## config.mk

```make
export PLATFORM = sky130hd
export DESIGN_NAME = uart_rx_fifo_ctrl
export DESIGN_NICKNAME = d
export VERILOG_FILES = /design/src/rtl/uart_rx_fifo_ctrl.sv
export SDC_FILE = /design/constraint.sdc
export NUM_CORES = 1
export LEC_CHECK = 0
export BUFFER_PORTS_ARGS = -buffer_cell sky130_fd_sc_hd__buf_2
export CORE_MARGIN = 3
export CORE_UTILIZATION = 40
export CTS_BUF_LIST = sky130_fd_sc_hd__clkbuf_4 sky130_fd_sc_hd__clkbuf_8 sky130_fd_sc_hd__clkbuf_16
export DETAILED_ROUTE_END_ITERATION = 10
export PLACE_DENSITY = 0.62
export SETUP_SLACK_MARGIN = 0.4
export SLEW_MARGIN = 20
export SYNTH_ARGS = -nofsm -noshare
export SYNTH_HDL_FRONTEND = slang
export SYNTH_SLANG_ARGS = --single-unit
```

## constraint.sdc

```tcl
create_clock -name i_sys_clk -period 6.6 [get_ports i_sys_clk]
set_input_delay 0.99 -clock i_sys_clk [delete_from_list [all_inputs] [get_ports i_sys_clk]]
set_output_delay 0.99 -clock i_sys_clk [all_outputs]
set_load 0.02 [all_outputs]
```

## src/rtl/uart_rx_fifo_ctrl.sv

```systemverilog
// Receive-side buffer between the UART receiver and the host register file.
// Bytes are queued in a DEPTH-entry FIFO (16550 mode) or in a single
// holding register (16450 mode). The block flags overruns, raises a
// trigger-level interrupt and raises a character-timeout interrupt when
// data sits unread while the line is idle.
//
// Handshake: i_rx_flag is a one-cycle strobe that qualifies i_rx_data;
// i_rd is a one-cycle pop strobe that takes the head byte shown on
// o_rd_data (first-word-fall-through) and is ignored when empty. Neither
// side can be back-pressured; a write with no room is reported through
// o_overrun.
module uart_rx_fifo_ctrl #(
  parameter int DEPTH   = 16,
  parameter int TO_BITS = 40
) (
  input  logic                     i_sys_clk,
  input  logic                     i_sys_rst,
  input  logic [7:0]               i_rx_data,
  input  logic                     i_rx_flag,
  input  logic                     i_fifo_en,
  input  logic                     i_fifo_clr,
  input  logic [1:0]               i_trig_lvl,
  input  logic [19:0]              i_bit_period,
  input  logic                     i_rd,
  input  logic                     i_ovr_clr,
  output logic [7:0]               o_rd_data,
  output logic [$clog2(DEPTH):0]   o_count,
  output logic                     o_data_ready,
  output logic                     o_overrun,
  output logic                     o_trig_irq,
  output logic                     o_timeout_irq,
  output logic [0:0]               o_dbg_to_state
);

  localparam int AW = $clog2(DEPTH);
  localparam int CW = AW + 1;
  localparam int BW = $clog2(TO_BITS + 1);

  localparam logic [0:0] ST_IDLE  = 1'b0;
  localparam logic [0:0] ST_COUNT = 1'b1;

  logic [7:0]    mem [DEPTH];
  logic [AW-1:0] wr_ptr;
  logic [AW-1:0] rd_ptr;
  logic [CW-1:0] count;
  logic [CW-1:0] count_nxt;
  logic          mode_q;
  logic          overrun_q;
  logic          trig_q;

  logic [0:0]    to_state;
  logic [19:0]   cyc_cnt;
  logic [BW-1:0] bit_cnt;
  logic          to_irq_q;

  logic          flush;
  logic [CW-1:0] cap;
  logic          do_rd;
  logic          has_room;
  logic          do_wr;
  logic          ovr_evt;
  logic          hold_ovw;
  logic [CW-1:0] thr;
  logic [19:0]   period_eff;

  // Per-edge decisions: flush beats everything, a pop frees a slot before
  // the write is judged, and a write with no room becomes an overrun.
  always_comb begin
    flush      = i_fifo_clr || (i_fifo_en != mode_q);
    cap        = mode_q ? CW'(DEPTH) : CW'(1);
    do_rd      = !flush && i_rd && (count != '0);
    has_room   = (count < cap) || do_rd;
    do_wr      = !flush && i_rx_flag && has_room;
    ovr_evt    = !flush && i_rx_flag && !has_room;
    hold_ovw   = ovr_evt && !mode_q;
    period_eff = (i_bit_period < 20'd2) ? 20'd2 : i_bit_period;
    count_nxt  = count;
    if (flush) begin
      count_nxt = '0;
    end else if (do_wr && !do_rd) begin
      count_nxt = count + CW'(1);
    end else if (!do_wr && do_rd) begin
      count_nxt = count - CW'(1);
    end
    case (i_trig_lvl)
      2'd0:    thr = CW'(1);
      2'd1:    thr = CW'(4);
      2'd2:    thr = CW'(8);
      default: thr = CW'(14);
    endcase
  end

  // Storage array; holding-mode overrun replaces the single stored byte.
  always_ff @(posedge i_sys_clk) begin
    if (!i_sys_rst) begin
      if (do_wr) begin
        mem[wr_ptr] <= i_rx_data;
      end else if (hold_ovw) begin
        mem[rd_ptr] <= i_rx_data;
      end
    end
  end

  // Pointers, occupancy and the registered mode copy used for change detection.
  always_ff @(posedge i_sys_clk) begin
    if (i_sys_rst) begin
      wr_ptr <= '0;
      rd_ptr <= '0;
      count  <= '0;
      mode_q <= i_fifo_en;
    end else begin
      mode_q <= i_fifo_en;
      count  <= count_nxt;
      if (flush) begin
        wr_ptr <= '0;
        rd_ptr <= '0;
      end else begin
        if (do_wr) wr_ptr <= wr_ptr + AW'(1);
        if (do_rd) rd_ptr <= rd_ptr + AW'(1);
      end
    end
  end

  // Sticky overrun; a new overrun on the same edge outranks the clear.
  always_ff @(posedge i_sys_clk) begin
    if (i_sys_rst) begin
      overrun_q <= 1'b0;
    end else if (ovr_evt) begin
      overrun_q <= 1'b1;
    end else if (i_ovr_clr) begin
      overrun_q <= 1'b0;
    end
  end

  // Trigger interrupt registered from next occupancy so outputs stay registered.
  always_ff @(posedge i_sys_clk) begin
    if (i_sys_rst) begin
      trig_q <= 1'b0;
    end else begin
      trig_q <= i_fifo_en && (count_nxt >= thr);
    end
  end

  // Character-timeout machine: counts idle bit periods while data is held.
  always_ff @(posedge i_sys_clk) begin
    if (i_sys_rst) begin
      to_state <= ST_IDLE;
      cyc_cnt  <= '0;
      bit_cnt  <= '0;
      to_irq_q <= 1'b0;
    end else if (flush || (count_nxt == '0)) begin
      to_state <= ST_IDLE;
      cyc_cnt  <= '0;
      bit_cnt  <= '0;
      to_irq_q <= 1'b0;
    end else if (do_wr || do_rd || (to_state == ST_IDLE)) begin
      // Activity (or first sight of data) restarts the idle measurement.
      to_state <= ST_COUNT;
      cyc_cnt  <= '0;
      bit_cnt  <= '0;
      to_irq_q <= 1'b0;
    end else if (bit_cnt != BW'(TO_BITS)) begin
      // Counters hold once the limit is reached, keeping the flag set.
      if (cyc_cnt >= period_eff - 20'd1) begin
        cyc_cnt <= '0;
        bit_cnt <= bit_cnt + BW'(1);
        if (bit_cnt + BW'(1) == BW'(TO_BITS)) begin
          to_irq_q <= 1'b1;
        end
      end else begin
        cyc_cnt <= cyc_cnt + 20'd1;
      end
    end
  end

  assign o_rd_data      = (count != '0) ? mem[rd_ptr] : 8'h00;
  assign o_count        = count;
  assign o_data_ready   = (count != '0);
  assign o_overrun      = overrun_q;
  assign o_trig_irq     = trig_q;
  assign o_timeout_irq  = to_irq_q;
  assign o_dbg_to_state = to_state;

endmodule

```

Word level (Yosys, flattened, before mapping)
Memory sizes are Yosys's and may differ from the RTL's. A register that Yosys moved wholly into a read port is not among the register bits.
Index checks and enable logic that the tools add are counted.

cells by class
  add/sub/neg operators = 7
  $lt $le $gt $ge = 4
  eq/ne operators = 5
  mux-type cells = 22
  bitwise operators = 1
  reduce and logical (&&, ||, !) cells = 29

operator list
  cell                   count
  $mux 20                2
  $add 20x1->20 const B  1
  $ge 20x20->1           1
  $lt 20x2->1 const B    1
  $mux 5                 4
  $sub 20x1->20 const B  1
  $mux 8                 2
  $mux 4                 3
  $pmux 4 s3             1
  $mux 1                 10
  $logic_and 1x1->1      9
  $add 4x1->4 const B    2
  $reduce_or 8->1        1
  $add 6x1->6 const B    1
  $eq 6x6->1 const B     1
  $ne 6x6->1 const B     1
  $add 5x1->5 const B    1
  $ge 5x5->1             1
  $logic_not 1->1        5
  $logic_not 5->1        1
  $logic_or 1x1->1       5
  $lt 5x5->1             1
  $reduce_bool 5->1      1
  $sub 5x1->5 const B    1
  other kinds (10)       11

storage, ports and cells
  bits in registers = 44
  RAM bits = 128
  bits of input ports = 37
  word-level logic and storage cells = 79
  memories = 1

memories
  memory  words  width  rd ports  clocked after Yosys merged registers in  wr ports  line  RTL
  mem     16     8      1         1                                        1         42    logic [7:0] mem [DEPTH];

Logic depth before layout (Yosys ltp)
Gate-level depths: netlist of run 1.

  depth in word-level cells = 15
  mapped depth = 18

Worst setup path after synthesis of run 1
Ideal clock, no wire load.

  kind = in2reg
  start point = input port i_bit_period[12]
  end point = register cyc_cnt[18]
  setup time = 0.132 ns
  arrival time = 5.638 ns
  setup slack = 0.830 ns
  stages on the path = 18
  buffers on the path = 1
  cell sequence = or4_1 > nor4b_1 > nand4_1 > nand2_1 > ha_1 > nand2b_1 > or4_1 > nor2_1 > nand2_1 > xor2_1 > ha_1 > nand4_1 > or4_1 > or4_1 > o211a_1 > nor2_1 > clkbuf_1 > nor4_1

on the way
  word-level cells in the longest chain between the ends = 5

ends and longest elaborated chain
  what                  line  RTL
  start, declared       23    input logic [19:0] i_bit_period,
  $lt 20x2->1           76    period_eff = (i_bit_period < 20'd2) ? 20'd2 : i_bit_period;
  $mux 20 (*)           76
  $sub 20x1->20 (*)     164   if (cyc_cnt >= period_eff - 20'd1) begin
  $ge 20x20->1 (*)      164
  $mux 20 (*)           164
  end signal, assigned  171   cyc_cnt <= cyc_cnt + 20'd1;
  end, declared         52    logic [19:0] cyc_cnt;

Every way passes the cells marked *; elsewhere a longest branch is shown, timed or not.
A chain may end at the register's enable or synchronous reset.

Worst setup path in the final report of run 1
  start point = input port i_bit_period[12]
  end point = register bit_cnt[5]

on the way
  word-level cells in the longest chain between the ends = 5

ends and longest elaborated chain
  what                            line  RTL
  $lt 20x2->1                     76
  $mux 20 (*)                     76
  $sub 20x1->20 (*)               164
  $ge 20x20->1 (*)                164
  $reduce_and 2->1 (no line) (*)  --
  end signal, assigned            166   bit_cnt <= bit_cnt + BW'(1);
  end, declared                   53    logic [BW-1:0] bit_cnt;

Marks and branches as above.

==> metrics.md, run 1 <==
| Metric | Value |
|---|---|
| Status | `finished clean` |
| Mean Syn Cell Area | `13.6 um2` |
| Worst-Margin Slew | `1080 ps` |
| Lkg Pwr | `0.00316 uW` |
| Total die area | `0.0227 mm2` |
| Final HPWL DP | `11.8 mm` |
| Core ar. | `between 0.02 and 0.025 mm2` |
| Syn. warnings | `0` |
| Top cell type's share of synthesized area | `45.9%` |
| Switching pwr | `502 uW` |
| Crit end category | `flop` |
| Starting Density | `41.0%` |
| Min setup slack post-route | `984 ps` |
| RD Place Congestion | `approximately 0.86` |
| MaxCap Viol Count | `0` |
| GRT Util Overall | `15.3%` |
| Post-layout nets | `744` |
| Asr flop ratio synth | `0%` |
| CTS tree | `yes` |
| CTS Buf Count | `17` |
| CTS sink cnt | `176` |
| Sum of negative setup slack | `0 ps` |
| Worst endpoint required time | `6910 ps` |
| # hold bufs at CTS | `0` |
| Vias in the first global route | `5280` |
| RSZ-0062 raised after global routing | `false` |
| Post-cts resize count | `0` |
| Setup Slack @ Placement | `547 ps` |
| Top post-synthesis cells by count | `edfxtp_1, nor2_1, dfxtp_1, mux4_2, nand2_1` |
| DIE HEIGHT | `151 um` |
| Die W | `~150 um` |
| Mapped Area | `0.00837 mm2` |
| Routed length per instance | `17.0 um` |
| Relative slew slack | `27.5%` |
| Final period utilization | `85.1%` |
| Site Rows | `52` |
| Min-Delay Path Class | `flop to flop` |
| Crit path time final | `5620 ps` |
| Switching Share | `21.8%` |
| Area Growth Syn to Fin | `13.8%` |
| CP Launch Type | `input port` |
| Diodes inserted | `0` |
| CTS clk-pin slew, worst paths | `70 ps` |
| Seq/Total Area, Yosys | `57.4%` |
| Syn_nets | `687` |
| Clk_lat worst skew | `approximately 430 ps` |
| Seq cells post-synth | `approximately 180` |
| DR DRC count | `0` |
| Slew Viols, Final | `0` |
| Largest net degree at the start of global routing | `33` |
| P per Cell Area | `241 mW/mm2` |
| Sequential power share | `51.7%` |
| Root Buffer | `clkbuf_16` |
| Post-synth EDFFs | `128` |
| Post-route insts no fill | `between 900 and 1000` |
| Clk_skew | `between 10 and 15 ps` |
| Drt via density | `roughly 5.4` |
| WL final | `16.3 mm` |
| First drt pass iteration count | `4` |
| Crit Path Max Fanout | `13` |
| Via Count | `between 5000 and 6000` |
| F_max | `178 MHz` |
| Kind of critical path | `input port to flop` |
| Cell total after placement | `924` |
| Max Buffers Root-to-Sink | `2` |
| Final Hold Fails | `0` |
| Total congestion overflow | `0` |
| Port Buffer Count | `54` |
| Remaining antenna violation count after routing | `0` |
| Synth top area cells | `edfxtp_1, dfxtp_1, mux4_2` |
| Combinational share of power | `3.9%` |
| H-tree Lvls | `4` |
| Antenna violations before repair | `0` |
| Layout cell share with drive strength beyond 1 | `21.0%` |
| Most common cell in the synthesized netlist | `edfxtp_1` |
| Peak supply drop | `0.146 mV` |
| Post-Syn Instances | `616` |
| Final setup fails | `0` |
| Crit path DAT | `around 5900 ps` |
| Hold_ws | `493 ps` |
| Clock power frac | `44.5%` |
| Most area-hungry cell type in the Yosys netlist | `edfxtp_1` |
| Yosys cell types | `54` |
| Global-route wire length before repair | `27.2 mm` |
| I/O pin cnt | `55` |
| Setup Buffers After CTS | `0` |
| Dominant synthesized flop cell | `edfxtp_1` |
| Internal power | `1800 uW` |
| Initial drt markers | `340` |
[flip-flops by register name, indices dropped and copies added, names as in the netlist, named ones only]
signal	flops
mem	128
cyc_cnt	20
bit_cnt	6
o_count	5
rd_ptr	4
wr_ptr	4
mode_q	1
o_dbg_to_state	1
o_overrun	1
o_timeout_irq	1
o_trig_irq	1
[final cells by class]
cell class	count	area (um2)
Sequential cell	176	4810
Multi-Input combinational cell	399	3390
Timing Repair Buffer	59	308
Clock inverter	15	185
Inverter	20	75.1
Fill cell	1797	10900
Clock buffer	17	425
Tap cell	270	338
[per-stage QoR]
| step | util, % | area (um2) | total power, uW |
|---|---|---|---|
| 6_report | 46.6 | 9530 | 2300 |
| 3_5_place_dp | 43.6 | 8920 | 1300 |
| 5_1_grt | 46.6 | 9530 | 2380 |
| 4_1_cts | 46.6 | 9530 | 2320 |
| 3_3_place_gp | 43.6 | 8920 | 1300 |
| 2_1_floorplan | - | 8370 | 1260 |
[critical path, stage by stage]
cell,delay [ps]
buf_2,110
or4_1,580
nor4b_1,320
buf_4,200
nand4_1,100
nand2_1,140
ha_1,190
nand2b_1,120
or4_1,520
nor2_1,130
nand2_1,80
xor2_1,140
ha_1,290
nand4_1,130
or4_1,520
or4_1,430
o211a_1,270
or3_1,390
a211oi_1,260
[cells in the final DEF (no fill, tap or decap), drive strengths merged, types with 7 or more instances in the layout]
cell	n
mux4	40
dfxtp	48
mux2i	9
inv	30
nand3	14
or3	7
buf	59
nand2	35
edfxtp	128
nand2b	9
or4	8
a21oi	18
nor4	21
o21ai	11
nand4	15
and2	13
nor3	14
clkbuf	17
a211oi	9
xnor2	32
xor2	13
ha	34
nor2	55
[layer usage]
metal	global-route usage, %	up-vias	wire, um
met5	0	-	0
li1	-	2484	-
met3	3.34	7	587
met1	20.1	2574	7460
met4	3.94	0	136
met2	25.8	88	8110
[path summary, 6_finish.rpt]
kind,from,endpoint,slack [ps],cells past startpoint
setup / recovery,i_bit_period[12],bit_cnt[5],980,19
setup reg to reg,o_count[1],mem[1][1],2680,9
hold reg to reg,o_overrun,o_overrun,490,2
hold / removal,o_overrun,o_overrun,490,2
[power groups by stage]
| stage | Combinational (uW) | Sequential, uW | Clock [uW] |
|---|---|---|---|
| 5_1_grt | 99.6 | 1190 | 1090 |
| 3_5_place_dp | 89.0 | 1210 | 0 |
| 2_1_floorplan | 48.6 | 1210 | 0 |
| 3_3_place_gp | 84.7 | 1210 | 0 |
| 6_report | 88.5 | 1190 | 1020 |
| 4_1_cts | 89.4 | 1190 | 1040 |
[cell families after synthesis]
family                   count (synthesis)  share of synthesized area (%)
AND/OR/NAND/NOR                        209                           13.0
flip-flops                             176                           57.4
AO/OA/AOI/OAI                           60                           5.57
multiplexers                            51                           12.1
XOR/XNOR                                45                           4.71
buffers and inverters                   41                           2.14
adder cells (fa/ha/maj)                 34                           5.08
(Power assumes the default switching activity.)
==> inputs of run 2 (changes only) <==
--- a/config.mk
+++ b/config.mk
@@ -10,9 +10,11 @@
 export CORE_UTILIZATION = 40
 export CTS_BUF_LIST = sky130_fd_sc_hd__clkbuf_4 sky130_fd_sc_hd__clkbuf_8 sky130_fd_sc_hd__clkbuf_16
 export DETAILED_ROUTE_END_ITERATION = 10
+export GPL_ROUTABILITY_DRIVEN = 1
 export PLACE_DENSITY = 0.62
+export RECOVER_POWER = 50
 export SETUP_SLACK_MARGIN = 0.4
-export SLEW_MARGIN = 20
+export SLEW_MARGIN = 25
 export SYNTH_ARGS = -nofsm -noshare
 export SYNTH_HDL_FRONTEND = slang
 export SYNTH_SLANG_ARGS = --single-unit
==> metrics.md, run 2 (synthesis gave the netlist of run 1 again) <==
| Metric | Value |
|---|---|
| RSZ-0062 raised after global routing | `false` |
| Failing checks | `max-capacitance violations, max-slew violations` |
| GRT Util Overall | `15.3% (unchanged)` |
| Status | `finished, violations left` |
| Clk_skew | `12.4 ps (-0.619 ps)` |
| CP max stage delay | `580 ps (about the same)` |
| Global-route wire length before repair | `27.2 mm (unchanged)` |
| DR DRC count | `0 (unchanged)` |
| Fin area | `0.00947 mm2 (-0.60%)` |
| Final period utilization | `84.9% (-0.21 points)` |
| Min setup slack post-route | `998 ps (+14.1 ps)` |
| DIE HEIGHT | `151 um (unchanged)` |
| CTS tree | `yes` |
| Peak supply drop | `0.145 mV (-0.64%)` |
| Worst endpoint required time | `6920 ps (about the same)` |
| Antenna violations before repair | `0 (unchanged)` |
| Starting Density | `41.0% (unchanged)` |
| Crit Path Max Fanout | `13 (unchanged)` |
| CP Launch Type | `input port` |
| RD Place Congestion | `0.857 (unchanged)` |
| H-tree Lvls | `4 (unchanged)` |
| P per Cell Area | `242 mW/mm2 (+0.52%)` |
| Lkg Pwr | `0.00308 uW (-2.4%)` |
| Post-cts resize count | `0 (unchanged)` |
| Met3 GRT Util | `3.34% (unchanged)` |
| Crit path DAT | `5920 ps (about the same)` |
| Max Buffers Root-to-Sink | `2 (unchanged)` |
| Die W | `151 um (unchanged)` |
| Slew Viols, Final | `33 (+33)` |
| Crit path top cell by count | `or4_1` |
| Commonest non-fill, non-tap cell in the layout | `edfxtp_1` |
| CTS sink cnt | `176 (unchanged)` |
| Routed length per instance | `17.0 um (about the same)` |
| Setup Slack @ Placement | `547 ps (unchanged)` |
| First drt pass iteration count | `4 (unchanged)` |
| GRT busiest layer | `met2` |
| Via Count | `5142 (-0.21%)` |
| Diodes inserted | `0 (unchanged)` |
| Final setup fails | `0 (unchanged)` |
| Crit path time final | `5600 ps (-14.1 ps)` |
| DP Area | `0.00892 mm2 (unchanged)` |
| CP Buf/Inv Count | `2 (unchanged)` |
| Total die area | `0.0227 mm2 (unchanged)` |
| FILL cells | `1818 (+1.2%)` |
| Core ar. | `0.0204 mm2 (unchanged)` |
| MaxCap Viol Count | `1 (+1)` |
| # hold bufs at CTS | `0 (unchanged)` |
| Worst-Margin Slew | `2710 ps (+1630 ps)` |
| Clk_lat worst skew | `420 ps (about the same)` |
| Area Growth Syn to Fin | `13.1%` |
| F_max | `179 MHz (+0.25%)` |
| Root Buffer | `clkbuf_16` |
| Largest net degree at the start of global routing | `33 (unchanged)` |
| CP max stage cell | `or4_1` |
| I/O pin cnt | `55 (unchanged)` |
| Crit-path cells | `buf_2 > or4_1 > nor4b_1 > buf_4 > nand4_1 > nand2_1 > ha_1 > nand2b_1 > or4_1 > nor2_1 > nand2_1 > xor2_1 > ha_1 > nand4_1 > or4_1 > or4_1 > o211a_1 > or3_1 > a211oi_1` |
| Layout cell share with drive strength beyond 1 | `17.3% (-3.7 points)` |
| WL final | `16.3 mm (+0.14%)` |
| Crit path max-delay family | `simple AND/OR/NAND/NOR gates` |
| Min-Delay Path Class | `flop to flop` |
| Vias in the first global route | `5280 (unchanged)` |
| Final HPWL DP | `11.8 mm (unchanged)` |
| Port Buffer Count | `54 (unchanged)` |
| GR Util met1 | `20.1% (unchanged)` |
| Site Rows | `52 (unchanged)` |
| CTS clk-pin slew, worst paths | `70 ps (about the same)` |
| Post-layout nets | `745 (+0.13%)` |
| Kind of critical path | `input port to flop` |
| Remaining antenna violation count after routing | `0 (unchanged)` |
| Largest register FFs | `128 (unchanged)` |
| M2 GR Usage | `25.8% (unchanged)` |
| Initial drt markers | `347 (+2.1%)` |
| Final Hold Fails | `0 (unchanged)` |
| Crit end category | `flop` |
| Sum of negative setup slack | `0 ps (unchanged)` |
| Total congestion overflow | `0 (unchanged)` |
| Regs by FF count | `mem x128, cyc_cnt x20, bit_cnt x6` |
| Relative slew slack | `-80.8% (-110 points)` |
| Commonest non-fill, non-tap cells in the layout | `edfxtp_1, nor2_1, dfxtp_1, mux4_2, nand2_1` |
| Setup Buffers After CTS | `0 (unchanged)` |
| Biggest register | `mem` |
| Drt via density | `5.37 (-0.32%)` |
| CTS Buf Count | `17 (unchanged)` |
run 2: report_power, final:
part / internal [uW] / total [uW] / leakage [uW] / switching [uW]
sequential: 1190 / 1190 / 0.00154 / 2.43
clock: 578 / 1020 / 0.000303 / 444
combinational: 31.4 / 86.0 / 0.00124 / 54.7
total: 1790 / 2300 / 0.00308 / 501
run 2: worst reg2reg max path, stage by stage (launching register included):
cell and delay (ps):
dfxtp_1 550, inv_1 90, ha_1 220, or4_1 440, o32ai_1 790, a21oi_2 90, o311a_1 410, o41ai_4 360
clkbuf_1 950, nor4_1 190
run 2: per-stage QoR:
step | std cells | hold slack, ps | util, % | total power [uW]
after CTS | 956 | 485 | 46.6 | 2320
after detailed placement | 924 | 450 | 43.6 | 1300
after global placement | 924 | 475 | 43.6 | 1300
final | 957 | 487 | 46.3 | 2300
after global routing | 957 | 517 | 46.3 | 2380
after floorplan | 616 | 462 | - | 1260
run 2: layer usage:
layer / vias to the layer above / routed length [um]
met3: 7 / 628
met1: 2542 / 7460
li1: 2494 / -
met2: 99 / 8090
met5: - / 0
met4: 0 / 131
run 2: layout make-up:
cell class / count / area [um2] / area share (%)
Sequential cell: 176 / 4810 / 50.8
Multi-Input combinational cell: 399 / 3350 / 35.4
Clock buffer: 17 / 425 / 4.49
Tap cell: 270 / 338 / 3.57
Timing Repair Buffer: 60 / 290 / 3.07
Clock inverter: 15 / 185 / 1.96
Inverter: 20 / 75.1 / 0.793
run 2: path summary, 6_finish.rpt:
kind,startpoint,end,slack [ps],cells after the start
worst max-delay path,i_bit_period[12],bit_cnt[5],1000,19
worst min-delay path,o_overrun,o_overrun,490,2
worst max register to register,mode_q,cyc_cnt[11],2320,9
worst min register to register,o_overrun,o_overrun,490,2
